--- src/rtl/mult_tc_arbiter_if.sv ---
// mult_tc_arbiter_if: requester and result handshake bundle for the shared multiplier
interface mult_tc_arbiter_if #(
   parameter int a_width = 8,
   parameter int b_width = 8
);
   logic [3:0] req_valid;
   logic [3:0] req_ready;
   logic [4*a_width-1:0] req_a;
   logic [4*b_width-1:0] req_b;
   logic res_valid;
   logic res_ready;
   logic [1:0] res_id;
   logic [a_width+b_width-1:0] res_product;
   logic busy;
   modport master (
      output req_valid, req_a, req_b, res_ready,
      input req_ready, res_valid, res_id, res_product, busy
   );
   modport slave (
      input req_valid, req_a, req_b, res_ready,
      output req_ready, res_valid, res_id, res_product, busy
   );
endinterface

--- src/rtl/mult_tc_arbiter.sv ---
// mult_tc_arbiter: one signed multiplier shared round-robin by four requesters, 2-stage pipeline
module mult_tc_arbiter #(
   parameter int a_width = 8,
   parameter int b_width = 8
) (
   input logic clk,
   input logic rst,
   mult_tc_arbiter_if.slave bus
);
   localparam int pw = a_width + b_width;
   logic [1:0] ptr, gnt_id, s1_id, s2_id;
   logic found, s1_v, s2_v, s2_load, s1_take, accept;
   logic [a_width-1:0] s1_a;
   logic [b_width-1:0] s1_b;
   logic [pw-1:0] s2_p, ext_a, ext_b;
   assign s2_load = !s2_v || bus.res_ready;
   assign s1_take = !s1_v || s2_load;
   // round-robin search from ptr upward; first asserted requester wins
   always_comb begin
      found = 1'b0;
      gnt_id = 2'd0;
      for (int k = 0; k < 4; k++) begin
         if (!found && bus.req_valid[ptr + 2'(k)]) begin
            found = 1'b1;
            gnt_id = ptr + 2'(k);
         end
      end
   end
   assign accept = found && s1_take && !rst;
   assign bus.req_ready = accept ? 4'b0001 << gnt_id : 4'b0000;
   // sign-extend to full product width so the low bits are the exact signed product
   assign ext_a = {{b_width{s1_a[a_width-1]}}, s1_a};
   assign ext_b = {{a_width{s1_b[b_width-1]}}, s1_b};
   // S1 refills when empty or advancing; S2 loads when free or its result drains
   always_ff @(posedge clk or posedge rst) begin
      if (rst) begin
         ptr <= '0;
         s1_v <= 1'b0;
         s1_a <= '0;
         s1_b <= '0;
         s1_id <= '0;
         s2_v <= 1'b0;
         s2_id <= '0;
         s2_p <= '0;
      end else begin
         if (s1_take) s1_v <= accept;
         if (accept) begin
            s1_a <= bus.req_a[gnt_id*a_width +: a_width];
            s1_b <= bus.req_b[gnt_id*b_width +: b_width];
            s1_id <= gnt_id;
            ptr <= gnt_id + 2'd1;
         end
         if (s2_load) begin
            s2_v <= s1_v;
            if (s1_v) begin
               s2_id <= s1_id;
               s2_p <= ext_a * ext_b;
            end
         end
      end
   end
   assign bus.res_valid = s2_v;
   assign bus.res_id = s2_id;
   assign bus.res_product = s2_p;
   assign bus.busy = s1_v | s2_v;
endmodule
--- src/flat_wrapper.sv ---
// flat-port wrapper written by rule: the top's interface ports become plain ports
module mult_tc_arbiter_flat 
#(
   parameter int a_width = 8,
   parameter int b_width = 8
)
  (clk, rst, bus_req_valid, bus_req_a, bus_req_b, bus_res_ready, bus_req_ready, bus_res_valid, bus_res_id, bus_res_product, bus_busy);
  mult_tc_arbiter_if #(.a_width(a_width), .b_width(b_width)) bus_i ();
  input logic clk;
  input logic rst;
  input wire logic [$bits(bus_i.req_valid)-1:0] bus_req_valid;
  input wire logic [$bits(bus_i.req_a)-1:0] bus_req_a;
  input wire logic [$bits(bus_i.req_b)-1:0] bus_req_b;
  input wire logic [$bits(bus_i.res_ready)-1:0] bus_res_ready;
  output wire logic [$bits(bus_i.req_ready)-1:0] bus_req_ready;
  output wire logic [$bits(bus_i.res_valid)-1:0] bus_res_valid;
  output wire logic [$bits(bus_i.res_id)-1:0] bus_res_id;
  output wire logic [$bits(bus_i.res_product)-1:0] bus_res_product;
  output wire logic [$bits(bus_i.busy)-1:0] bus_busy;
  assign bus_i.req_valid = bus_req_valid;
  assign bus_i.req_a = bus_req_a;
  assign bus_i.req_b = bus_req_b;
  assign bus_i.res_ready = bus_res_ready;
  assign bus_req_ready = bus_i.req_ready;
  assign bus_res_valid = bus_i.res_valid;
  assign bus_res_id = bus_i.res_id;
  assign bus_res_product = bus_i.res_product;
  assign bus_busy = bus_i.busy;
  mult_tc_arbiter #(.a_width(a_width), .b_width(b_width)) u_core (.clk(clk), .rst(rst), .bus(bus_i));
endmodule
--- config.mk ---
export PLATFORM = sky130hd
export DESIGN_NAME = mult_tc_arbiter_flat
export DESIGN_NICKNAME = d
export VERILOG_FILES = /design/src/rtl/mult_tc_arbiter_if.sv /design/src/rtl/mult_tc_arbiter.sv /design/src/flat_wrapper.sv
export SDC_FILE = /design/constraint.sdc
export NUM_CORES = 1
export LEC_CHECK = 0
export BUFFER_PORTS_ARGS = -buffer_cell sky130_fd_sc_hd__buf_2
export CAP_MARGIN = 5
export CORE_ASPECT_RATIO = 0.75
export CORE_MARGIN = 8
export CORE_UTILIZATION = 40
export DETAILED_ROUTE_END_ITERATION = 8
export SLEW_MARGIN = 30
export SYNTH_ARGS = -nofsm -noshare
export SYNTH_HDL_FRONTEND = slang
export SYNTH_SLANG_ARGS = --single-unit
--- constraint.sdc ---
create_clock -name clk -period 5.3 [get_ports clk]
set_clock_uncertainty 0.15 [all_clocks]
set_input_delay 0.265 -clock clk [delete_from_list [all_inputs] [get_ports clk]]
set_output_delay 0.265 -clock clk [all_outputs]
set_load 0.01 [all_outputs]
Word-level counts from Yosys, hierarchy flattened. Index checks and enable logic that the tools add are counted.

$lt $le $gt $ge: 4. Add/sub/neg operators: 4. Bitwise operators: 1. Reduce and logical (&&, ||, !) cells: 14. $mul: 1. Shift operators: 3. Multiplexer cells: 17.

Operators with widths (number): indexed part select 32 x 6 -> 8 bit (2); multiplier 8 x 8 -> 16 bit (1); less-than comparator 2 x 3 -> 1 bit (second input constant) (4); binary-select mux 1 bit (select 2 bit) (4); two-way mux 1 bit (8); two-way mux 2 bit (4); zero test 1 bit (6); logical AND 1 bit (5); adder 2 x 1 -> 2 bit (second input constant) (2); adder 2 bit (second input constant) (2); two-way mux 4 bit (1); << shifter 1 x 2 -> 4 bit (first input constant) (1); logical OR 1 bit (2); AND reduction 2 bit (1); bitwise OR 1 bit (1).

Input port bits: 71. Register bits: 40. Output and inout bits: 24.

Longest topological paths before layout.
Depth in word-level cells: 15. Mapped depth: 17. Mapped depth without buffers: 17.

Worst setup path after synthesis. Ideal clock, no wire load.

Path type: register to register. From: reg u_core.s1_a[7]. To: reg u_core.s2_p[14], in the netlist u_core.bus.res_product[14]. Stages on the path, launching flop included: 15. Required time: 5.024 ns. Clock period less this slack: 4.393 ns. Slack: 0.907 ns. Arrival: 4.117 ns. Path buffers: 0. Cells stage by stage: dfrtp_1 -> and2_1 -> fa_1 -> inv_1 -> fa_1 -> inv_1 -> fa_1 -> inv_1 -> fa_1 -> inv_1 -> ha_1 -> a211o_1 -> nor4_1 -> mux2i_1 -> nand2_1.

Longest elaborated chain between the ends: 1.

Ends and longest elaborated chain: from (decl) (RTL line mult_tc_arbiter.sv:13) `logic [a_width-1:0] s1_a;`; from (signal assigned) (RTL line mult_tc_arbiter.sv:48) `s1_a <= bus.req_a[gnt_id*a_width +: a_width];`; multiplier 8 x 8 -> 16 bit (RTL line mult_tc_arbiter.sv:57) `s2_p <= ext_a * ext_b;`; to (signal assigned) (RTL line mult_tc_arbiter.sv:57); to (decl) (RTL line mult_tc_arbiter.sv:15) `logic [pw-1:0] s2_p, ext_a, ext_b;`.

Every way passes these cells. A chain may end at the register's enable or synchronous reset.

Worst setup path in the final report.
From: reg u_core.s1_b[7]. To: reg u_core.s2_p[15], in the netlist u_core.bus.res_product[15].

Longest elaborated chain between the ends: 1.

Ends and longest elaborated chain: from (decl) (RTL line mult_tc_arbiter.sv:14) `logic [b_width-1:0] s1_b;`; from (signal assigned) (RTL line mult_tc_arbiter.sv:49) `s1_b <= bus.req_b[gnt_id*b_width +: b_width];`; multiplier 8 x 8 -> 16 bit (RTL line mult_tc_arbiter.sv:57).

Every way passes these cells.

==> metrics.txt <==
clock sinks 40; post-CTS resize count 0; hold_buf cts 0; Final Non-Filler Cells 700; Yosys top cell area share 23.6%; drt initial violations 123; Seq cells post-synth 40; Die Y roughly 110 microns; RSZ-0062 raised after global routing false; H-tree depth 2; Mapped Nets 620; initial antenna violation count 0; Slew Viols, Final 0; Die W 141 microns; post-synthesis simple-gate area fraction between 10% and 20%; fillcell total 1,089; mean number of vias per cell 4.88; Final Hold Fails 0; largest net degree at the start of global routing 41; Post-Place Worst Slack 0.615 ns; xor and xnor fraction of the mapped netlist area 2.81%; # nets final between 700 and 800; global route overflow 0; register area share after synthesis 21.4%; Initial Utilization 40.6%; total negative slack 0 ns; CTS buffer count 5; Row Count 34; worst min path class in -> async; Die ar. roughly 15,000 sq um; worst path arrival time 4.69 ns; CTS Buffer Depth 2; vias in the first global route 3,926; GP Congestion 0.865; Unique masters post-synth 44; DP HPWL around 8400 microns; global-route wire length before repair 18,100 microns; mux share of post-synthesis cell area 16.5%; status completed; DR pass1 iterations 4; max_cap viols 0; minimum clock period 4.68 ns; Synth area leaders fa_1 (24%), dfrtp_1 (21%), mux2i_1 (11%); top cell type by total area after synthesis fa_1; Avg Cell Area, Syn 10.1 sq um; most frequent cells in the layout buf_2 (94), inv_1 (84), fa_1 (55), mux2i_1 (49), and2_1 (42); Antenna Cells 0; critical path class reg -> reg; CTS root buf clkbuf_16; commonest non-fill, non-tap cell in the layout buf_2; Req. time, crit path 5.31 ns; Slew HR approximately 57%; Inst Count DP 692; WL/cell 14.4 microns; worst-path maximum fanout 8; main combinational cell family by area after synthesis adder cells; Final ANT Viol Nets 0; boundary pin count 95; Synth Area in Compound Gates 5.41%; slack of the worst reg-to-reg path 0.62 ns; clk_lat worst skew 0.28 ns; drt drc 0; Global Route Usage Sum 14.2%; CTS tree yes; Adder-Cell Fraction of Synth Area 32.4%; period utilization around 88%; area grow syn2layout 16.1%; Yosys Warn Count 0; Setup Buffers After CTS 0; Routed WL 10,100 microns; Worst setup EP type flop; layout cells sized above 1 23.9%; measured slew at the worst slew-check pin 0.641 ns; Synth Cell Area 4670 sq um; # setup viols final 0; Gate Count Post-Synth about 460; Worst-path clk slew 0.06 ns; port bufs 94; DR vias approximately 3,400; max frequency 214 MHz; critical path launch point type flop; Core Region 11,500 sq um; Final Worst Setup Slack roughly 0.62 ns
[worst paths after layout]
kind	startpoint	endpoint	depth (start not counted)
worst max-delay path	u_core.s1_b[7]	u_core.bus.res_product[15]	15
worst min-delay path	rst	u_core.s1_b[4]	3
worst max register to register	u_core.s1_b[7]	u_core.bus.res_product[15]	15
worst min register to register	u_core.bus.res_product[5]	u_core.bus.res_product[5]	2
max in group asynchronous	rst	u_core.bus.res_product[5]	3
min in group clk	rst	u_core.s1_v	2
[cell type report]
type,instances,area (sq um),area share [%]
inverters,85,319,5.89
clock inverters,1,7.51,0.139
multi-input cells,326,3270,60.4
repair buffers,97,497,9.16
well taps,144,180,3.32
clock buffers,7,143,2.63
flip-flops and latches,40,1000,18.5
[worst max-delay path: stages, from the launching register on]
cell and delay [ns]:
dfrtp_1 0.39, clkinv_1 0.25, nor2_1 0.24, fa_1 0.44, fa_1 0.52, fa_1 0.54
inv_1 0.05, fa_1 0.52, inv_1 0.04, ha_1 0.34, o211ai_1 0.10, o21ai_1 0.33
o211ai_1 0.17, a32oi_1 0.24, xnor2_1 0.14, o21ai_1 0.07
[flip-flops by register name (all words and copies together) (netlist names)]
register                count
u_core.ptr                  2
u_core.bus.res_valid        1
u_core.s1_v                 1
u_core.s1_a                 8
u_core.s1_id                2
u_core.s1_b                 8
u_core.bus.res_id           2
u_core.bus.res_product     16
[Yosys cell counts (all sizes together)]
cell type and number:
a211o 1, a211oi 3, a21boi 2, a21o 2
a21oi 5, a221oi 1, a31oi 1, a32oi 1
and2 42, and2b 1, buf 9, clkbuf 1
clkinv 1, dfrtp 40, fa 55, ha 33
inv 84, mux2 25, mux2i 49, nand2 37
nand2b 4, nor2 13, nor2b 5, nor3 3
nor3b 2, nor4 2, o211ai 2, o21ai 18
o221a 1, o31ai 1, o32ai 1, or2 1
xnor2 9, xor2 6
[metal layers]
metal / vias to the layer above / share of wire (%) / track usage [%] / wire length [microns]
met2: 72 / 49 / 26.0 / 4970
met4: 0 / 1.3 / 3.29 / 136
li1: 1659 / - / - / -
met1: 1670 / 45 / 17.1 / 4490
met5: - / 0 / 0 / 0
met3: 12 / 4.9 / 2.91 / 491
[per-stage QoR]
step / cell area, sq um / hold WS (ns) / util, %
after CTS: 5420 / 0.0164 / 47.2
after global routing: 5420 / 0.0590 / 47.2
after floorplan: 4670 / 0.227 / -
final: 5420 / 0.00498 / 47.2
after global placement: 5250 / 0.312 / 45.7
after detailed placement: 5270 / 0.315 / 45.9
[logic make-up (layout without fill, tap and decap cells)]
logic type / after synthesis / in the layout
xor+xnor: 15 / 15
fa+ha+maj: 88 / 88
flops: 40 / 40
compound gates: 39 / 39
simple gates: 110 / 110
buf+inv: 95 / 190
mux: 74 / 74
Power is not shown: default switching activity piles up to over one toggle a cycle in this logic, so the estimate is an artifact.
